`config.mk`:
```
export PLATFORM = sky130hd
export DESIGN_NAME = int_div_32
export DESIGN_NICKNAME = d
export VERILOG_FILES = /design/src/rtl/int_div_32_pkg.sv /design/src/rtl/int_div_32_div_step.sv /design/src/rtl/int_div_32.sv
export SDC_FILE = /design/constraint.sdc
export NUM_CORES = 1
export LEC_CHECK = 0
export CORE_ASPECT_RATIO = 0.6
export CORE_MARGIN = 8
export CORE_UTILIZATION = 40
export CTS_BUF_LIST = sky130_fd_sc_hd__clkbuf_8
export DETAILED_ROUTE_END_ITERATION = 10
export HOLD_SLACK_MARGIN = 0.1
export PLACE_DENSITY_LB_ADDON = 0.3
export SLEW_MARGIN = 20
export SYNTH_ARGS = -nofsm -noshare
export SYNTH_HDL_FRONTEND = slang
export SYNTH_SLANG_ARGS = --single-unit
```
`constraint.sdc`:
```
create_clock -name clk -period 4.5 [get_ports clk]
set_input_delay 0.9 -clock clk [delete_from_list [all_inputs] [get_ports clk]]
set_output_delay 0.9 -clock clk [all_outputs]
set_load 0.05 [all_outputs]
```
`src/rtl/int_div_32_pkg.sv`:
```
// Shared encodings and constants for the RV32M iterative divider.
package int_div_pkg;

    localparam logic [1:0] OP_DIV  = 2'b00;
    localparam logic [1:0] OP_DIVU = 2'b01;
    localparam logic [1:0] OP_REM  = 2'b10;
    localparam logic [1:0] OP_REMU = 2'b11;

    localparam logic [2:0] S_IDLE    = 3'd0;
    localparam logic [2:0] S_CALC    = 3'd1;
    localparam logic [2:0] S_FIX     = 3'd2;
    localparam logic [2:0] S_SPECIAL = 3'd3;
    localparam logic [2:0] S_DONE    = 3'd4;

    localparam logic [31:0] DIV_BY_ZERO_Q = 32'hFFFF_FFFF;
    localparam logic [31:0] INT_MIN       = 32'h8000_0000;

endpackage

```
`src/rtl/int_div_32_div_step.sv`:
```
// One combinational restoring-division iteration on unsigned magnitudes.
module div_step #(
    parameter int XLEN = 32
) (
    input  logic [XLEN-1:0] i_rem,
    input  logic [XLEN-1:0] i_quo,
    input  logic [XLEN-1:0] i_dvsr,
    output logic [XLEN-1:0] o_rem,
    output logic [XLEN-1:0] o_quo
);

    logic [XLEN:0] w_shift;
    logic [XLEN:0] w_diff;
    logic          w_borrow;

    // rem < dvsr on entry, so the shifted partial remainder fits in XLEN+1 bits
    // and bit XLEN of the difference is set exactly when the subtract borrows.
    assign w_shift  = {i_rem, i_quo[XLEN-1]};
    assign w_diff   = w_shift - {1'b0, i_dvsr};
    assign w_borrow = w_diff[XLEN];

    assign o_rem = w_borrow ? w_shift[XLEN-1:0] : w_diff[XLEN-1:0];
    assign o_quo = {i_quo[XLEN-2:0], ~w_borrow};

endmodule

```
`src/rtl/int_div_32.sv`:
```
// RV32M DIV/DIVU/REM/REMU radix-2 restoring divider, one operation in flight.
// Define INT_DIV_EARLY_OUT_EN to skip the leading-zero iterations of |dividend|.
module int_div_32
    import int_div_pkg::*;
#(
    parameter int XLEN       = 32,
    parameter int ITER_CNT_W = 6
) (
    input  logic            clk,
    input  logic            rst,
    input  logic            in_valid,
    output logic            in_ready,
    input  logic [1:0]      op,
    input  logic [XLEN-1:0] dividend,
    input  logic [XLEN-1:0] divisor,
    input  logic            flush,
    output logic            out_valid,
    input  logic            out_ready,
    output logic [XLEN-1:0] result
);

    logic [2:0]            r_state;
    logic [1:0]            r_op;
    logic                  r_neg_q;
    logic                  r_neg_r;
    logic [XLEN-1:0]       r_rem;
    logic [XLEN-1:0]       r_quo;
    logic [XLEN-1:0]       r_dvsr;
    logic [ITER_CNT_W-1:0] r_cnt;
    logic [XLEN-1:0]       r_result;
    logic                  r_out_valid;

    logic                  w_accept;
    logic                  w_signed;
    logic                  w_sgn_a;
    logic                  w_sgn_b;
    logic [XLEN-1:0]       w_mag_a;
    logic [XLEN-1:0]       w_mag_b;
    logic                  w_div0;
    logic                  w_ovf;
    logic [XLEN-1:0]       w_quo_init;
    logic [ITER_CNT_W-1:0] w_cnt_init;
    logic [XLEN-1:0]       w_rem_nxt;
    logic [XLEN-1:0]       w_quo_nxt;
    logic [XLEN-1:0]       w_final;

    assign in_ready  = (r_state == S_IDLE) && !rst;
    assign out_valid = r_out_valid;
    assign result    = r_result;

    assign w_accept = in_valid && in_ready && !flush;
    assign w_signed = (op == OP_DIV) || (op == OP_REM);
    assign w_sgn_a  = w_signed && dividend[XLEN-1];
    assign w_sgn_b  = w_signed && divisor[XLEN-1];
    assign w_mag_a  = w_sgn_a ? -dividend : dividend;
    assign w_mag_b  = w_sgn_b ? -divisor : divisor;
    assign w_div0   = (divisor == '0);
    assign w_ovf    = w_signed && (dividend == INT_MIN) && (divisor == '1);

`ifdef INT_DIV_EARLY_OUT_EN
    function automatic logic [ITER_CNT_W-1:0] f_clz(input logic [XLEN-1:0] v);
        f_clz = ITER_CNT_W'(XLEN);
        for (int i = 0; i < XLEN; i++) begin
            if (v[i]) f_clz = ITER_CNT_W'(XLEN - 1 - i);
        end
    endfunction

    logic [ITER_CNT_W-1:0] w_clz;
    assign w_clz      = f_clz(w_mag_a);
    assign w_quo_init = w_mag_a << w_clz;
    assign w_cnt_init = ITER_CNT_W'(XLEN) - w_clz;
`else
    assign w_quo_init = w_mag_a;
    assign w_cnt_init = ITER_CNT_W'(XLEN);
`endif

    div_step #(.XLEN(XLEN)) u_step (
        .i_rem  (r_rem),
        .i_quo  (r_quo),
        .i_dvsr (r_dvsr),
        .o_rem  (w_rem_nxt),
        .o_quo  (w_quo_nxt)
    );

    // Special results are loaded with both sign flags clear, so FIX and SPECIAL share this select.
    always_comb begin
        w_final = '0;
        if ((r_op == OP_REM) || (r_op == OP_REMU)) begin
            w_final = r_neg_r ? -r_rem : r_rem;
        end else begin
            w_final = r_neg_q ? -r_quo : r_quo;
        end
    end

    always_ff @(posedge clk) begin
        if (rst) begin
            r_state     <= S_IDLE;
            r_op        <= '0;
            r_neg_q     <= 1'b0;
            r_neg_r     <= 1'b0;
            r_rem       <= '0;
            r_quo       <= '0;
            r_dvsr      <= '0;
            r_cnt       <= '0;
            r_result    <= '0;
            r_out_valid <= 1'b0;
        end else if (flush) begin
            r_state     <= S_IDLE;
            r_out_valid <= 1'b0;
        end else begin
            case (r_state)
                S_IDLE: begin
                    if (w_accept) begin
                        r_op   <= op;
                        r_dvsr <= w_mag_b;
                        r_cnt  <= w_cnt_init;
                        if (w_div0) begin
                            r_quo   <= DIV_BY_ZERO_Q;
                            r_rem   <= dividend;
                            r_neg_q <= 1'b0;
                            r_neg_r <= 1'b0;
                            r_state <= S_SPECIAL;
                        end else if (w_ovf) begin
                            r_quo   <= INT_MIN;
                            r_rem   <= '0;
                            r_neg_q <= 1'b0;
                            r_neg_r <= 1'b0;
                            r_state <= S_SPECIAL;
                        end else begin
                            r_quo   <= w_quo_init;
                            r_rem   <= '0;
                            r_neg_q <= w_sgn_a ^ w_sgn_b;
                            r_neg_r <= w_sgn_a;
                            r_state <= (w_cnt_init == '0) ? S_FIX : S_CALC;
                        end
                    end
                end
                S_CALC: begin
                    r_rem <= w_rem_nxt;
                    r_quo <= w_quo_nxt;
                    r_cnt <= r_cnt - ITER_CNT_W'(1);
                    if (r_cnt == ITER_CNT_W'(1)) r_state <= S_FIX;
                end
                S_FIX, S_SPECIAL: begin
                    r_result    <= w_final;
                    r_out_valid <= 1'b1;
                    r_state     <= S_DONE;
                end
                S_DONE: begin
                    if (out_ready) begin
                        r_out_valid <= 1'b0;
                        r_state     <= S_IDLE;
                    end
                end
                default: begin
                    r_state     <= S_IDLE;
                    r_out_valid <= 1'b0;
                end
            endcase
        end
    end

endmodule

```
==> impl_metrics.yaml <==
placement:
  weighted_congestion_at_the_end_of_routability_driven_global_placement: 0.923
  place_worst_setup_slack_ns: 0.303
  number_of_cells_in_the_design_after_placement: 1757
  port-buffer-count: 104
  post-dp-hpwl_mm: 24.6
logic_synthesis:
  yosys.cell_types.count: 63
  flip_flop_and_latch_count_after_synthesis: 141
  seq_area_frac_synth: 0.274
  synth-edff-count: 0
  syn_nets: 1492
  synth_warnings: 0
  syn-instance-count: 1381
  post_synth_instance_area_um2: 10300
  synth_async_sr_flop_share: 0
  post_synth.cell_area_avg_um2: 7.45
  ys.flop_type: "sky130_fd_sc_hd__dfxtp_1"
sta:
  setup_total_negative_slack_ns: 0
  final_slew_violations: 0
  setup_viol_count_final: 0
  setup_repair_after_global_routing_missed_its_margin: "false"
  period_minus_slack_ns: 3.80
  slew-limit-headroom: 0.274
  fin_skew_ns: 0.0121
  worst_slew_pin_slew_ns: 1.09
  setup_slack_ns: 0.701
  timing.final.hold_violations: 0
  fmax_mhz: 263
  finalCritPeriodShare: 0.844
cts:
  path_clk_slew_ns: 0.08
  htree_levels: 4
  tritoncts_clock_tree: "built"
  cts.hold.buffers_added: 0
  ctsRootBufferMaster: "sky130_fd_sc_hd__clkbuf_8"
  cts_made_buffers: 17
  cts_resized: 0
  tritoncts_num_sinks: 141
  ctsLongestPathBuffers: 2
  post_cts_buffers: 0
  clock_latency_ns: 0.48
power:
  power_switching_uw: 1020
  power_density_nw_per_um2: 277
  p_int_uw: 2340
  power.switching_fraction: 0.304
  clkPwrFrac: 0.368
  worst_voltage_drop_across_the_vdd_grid_mv: 0.183
  p_leak_uw: 0.00452
  seqPwrFrac: 0.398
  comb_power_share: 0.234
min_path:
  hold-path-cell-count: 2
  hold_class: "register to register"
drt:
  drt-wirelength-per-cell_um: 18.0
  detail-route-antenna-nets: 0
  detail_route.vias_per_cell: 5.83
  via_count: 10400
  drtPass1Iterations: 6
  drt-initial-drc-count: 1056
  routed_wirelength_mm: 32.2
  drcViolationCount: 0
critical_path:
  timing.rr.start: "r_quo[31]"
  critical_path.max_fanout: 10
  setup_slack_reg_to_reg_ns: 0.89
  startpoint_type: "primary input"
  reg2reg_to: "r_rem[0]"
  worst-path-buf-inv: 3
  worst_setup_path_startpoint: "dividend[1]"
  worst-setup-path-type: "primary input to register"
  critical_path.slowest_cell: "sky130_fd_sc_hd__or4b_2"
  worst_path_most_repeated_cell: "sky130_fd_sc_hd__nor2_1"
  crit_path_end: "r_state[1]"
  r2r_cells: 14
  cp_required_ns: 4.86
  crit_path_max_incr_delay_ns: 0.68
  critical_path.top_delay_family: "simple AND/OR/NAND/NOR gates"
  critPathCaptureType: "register"
  worst_ep_arrival_time_ns: 4.16
  timing.critical_path.cells: "clkdlybuf4s50_1 -> inv_1 -> ha_1 -> or4b_2 -> nor4_1 -> buf_4 -> nand2_1 -> nor2_1 -> and3_1 -> nor2_1 -> a21oi_1"
  cp_num_cells: 11
run_status:
  outcome: "complete, no violations"
finish:
  fin_cells: 1791
  final_common_cell: "sky130_fd_sc_hd__a21oi_1"
  areaGrowthSynthToFinish_pct: 18.2
  drive_gt1_frac: 0.0623
  nNetsFinal: 1558
  final_core_utilization: 0.481
  commonest_cells_after_routing_fill_and_taps_aside: "sky130_fd_sc_hd__a21oi_1 (146), sky130_fd_sc_hd__dfxtp_1 (140), sky130_fd_sc_hd__nor2_1 (132)"
  fillCellCount: 2515
floorplanning:
  ioPinCount: 105
  number_of_standard_cell_rows_in_the_floorplan: 45
  initial_core_util: 0.407
  fp.dieArea_um2: 31300
  design.core.area_um2: 25300
  fp.dieW_um: 223
  chipHeight_um: 140
global_route:
  global_route.overflow_total: 0
  grt_antenna_before_repair: 1
  global_route.usage.total: 0.204
  number_of_global_route_vias_before_repair: 9701
  grt_first_pass_wirelength_mm: 52.2
  largest_net_degree_at_the_start_of_global_routing: 79
run:
  cap_viol_max_count: 0
==> worst reg2reg max path: cells and delay by family, from the launching register on <==
family | cells | cell delay, ns
flip-flops | 1 | 0.39
AND/OR/NAND/NOR | 4 | 0.68
buffers and inverters | 2 | 0.35
AO/OA/AOI/OAI | 6 | 1.40
adder cells (fa/ha/maj) | 2 | 0.66
==> state kept, by name, indices dropped and copies added, names as in the netlist <==
name / count
result: 32
r_rem: 32
out_valid: 1
r_cnt: 6
r_dvsr: 32
r_neg_q: 1
r_op: 1
r_quo: 32
r_state: 3
r_neg_r: 1
==> Yosys cell counts, types with 5 or more instances <==
library cell | instances | share of area
sky130_fd_sc_hd__a22oi_1 | 33 | 0.024
sky130_fd_sc_hd__buf_1 | 13 | 0.0047
sky130_fd_sc_hd__nand2_1 | 130 | 0.047
sky130_fd_sc_hd__mux2i_1 | 13 | 0.013
sky130_fd_sc_hd__nor3_1 | 44 | 0.021
sky130_fd_sc_hd__a211oi_1 | 38 | 0.028
sky130_fd_sc_hd__and3_1 | 8 | 0.0049
sky130_fd_sc_hd__nand3_1 | 13 | 0.0063
sky130_fd_sc_hd__a311oi_1 | 8 | 0.0068
sky130_fd_sc_hd__nor4_1 | 16 | 0.0097
sky130_fd_sc_hd__o22ai_1 | 27 | 0.016
sky130_fd_sc_hd__nand2b_1 | 12 | 0.0073
sky130_fd_sc_hd__xor2_1 | 71 | 0.060
sky130_fd_sc_hd__a21o_1 | 17 | 0.012
sky130_fd_sc_hd__a21boi_0 | 7 | 0.0051
sky130_fd_sc_hd__nor2b_1 | 10 | 0.0061
sky130_fd_sc_hd__a31oi_1 | 12 | 0.0073
sky130_fd_sc_hd__xnor2_1 | 75 | 0.064
sky130_fd_sc_hd__and2_1 | 5 | 0.0030
sky130_fd_sc_hd__clkbuf_1 | 73 | 0.027
sky130_fd_sc_hd__nor2_1 | 134 | 0.049
sky130_fd_sc_hd__inv_1 | 60 | 0.022
sky130_fd_sc_hd__a21oi_1 | 146 | 0.071
sky130_fd_sc_hd__o31ai_1 | 22 | 0.016
sky130_fd_sc_hd__o41ai_1 | 13 | 0.011
sky130_fd_sc_hd__nand4_1 | 12 | 0.0073
sky130_fd_sc_hd__or2_2 | 7 | 0.0043
sky130_fd_sc_hd__o211ai_1 | 35 | 0.026
sky130_fd_sc_hd__or4_1 | 13 | 0.0095
sky130_fd_sc_hd__dfxtp_1 | 141 | 0.27
sky130_fd_sc_hd__ha_1 | 39 | 0.047
sky130_fd_sc_hd__o21ai_0 | 74 | 0.036
sky130_fd_sc_hd__o21bai_1 | 5 | 0.0037
sky130_fd_sc_hd__or3_1 | 9 | 0.0055
==> per-stage QoR <==
step	total power, uW	area (um2)	hold slack (ns)
floorplan	1890	10300	0.432
global placement	2130	11700	0.441
detailed placement	2140	11700	0.446
CTS	3380	12100	0.458
global route	3530	12100	0.476
finish	3360	12200	0.455
==> kinds of logic after synthesis <==
family | Yosys count | share of synthesized area
compound gates | 466 | 0.291
simple gates | 425 | 0.193
buf+inv | 150 | 0.0552
xor+xnor | 146 | 0.124
flops | 141 | 0.274
fa+ha+maj | 40 | 0.0494
mux | 13 | 0.0127
==> per-layer routing <==
layer  vias to the layer above  track usage  part of all wire
met5                         -            0                 0
met4                         0       0.0584             0.016
met3                        39       0.0446             0.074
met2                       363        0.299              0.42
met1                      4912        0.296              0.49
li1                       5133            -                 -
==> worst min-delay path by stage <==
stage                           from         end  slack [ns]
final                     result[26]  result[26]        0.45
after global routing      r_dvsr[16]  r_dvsr[16]        0.48
after detailed placement  result[30]  result[30]        0.45
after CTS                 result[30]  result[30]        0.46
after floorplan           r_dvsr[16]  r_dvsr[16]        0.43
after global placement    result[27]  result[27]        0.44
==> power groups by stage <==
stage | Combinational [uW] | Sequential [uW] | Clock [uW]
floorplan | 543 | 1350 | 0
global placement | 765 | 1370 | 0
detailed placement | 774 | 1370 | 0
CTS | 779 | 1340 | 1260
global route | 873 | 1340 | 1320
finish | 786 | 1340 | 1240
==> final cells by class <==
| type | count | area, um2 | area share |
|---|---|---|---|
| antenna | 2 | 5.00 | 0.000412 |
| clock buffer | 21 | 289 | 0.0238 |
| clock inverter | 11 | 186 | 0.0153 |
| inverter | 60 | 225 | 0.0185 |
| multi-input combinational | 1090 | 6910 | 0.569 |
| sequential | 141 | 2820 | 0.232 |
| tap | 329 | 412 | 0.0339 |
| timing repair buffer | 137 | 1300 | 0.107 |
No activity file was read; power rests on OpenSTA's default activity.
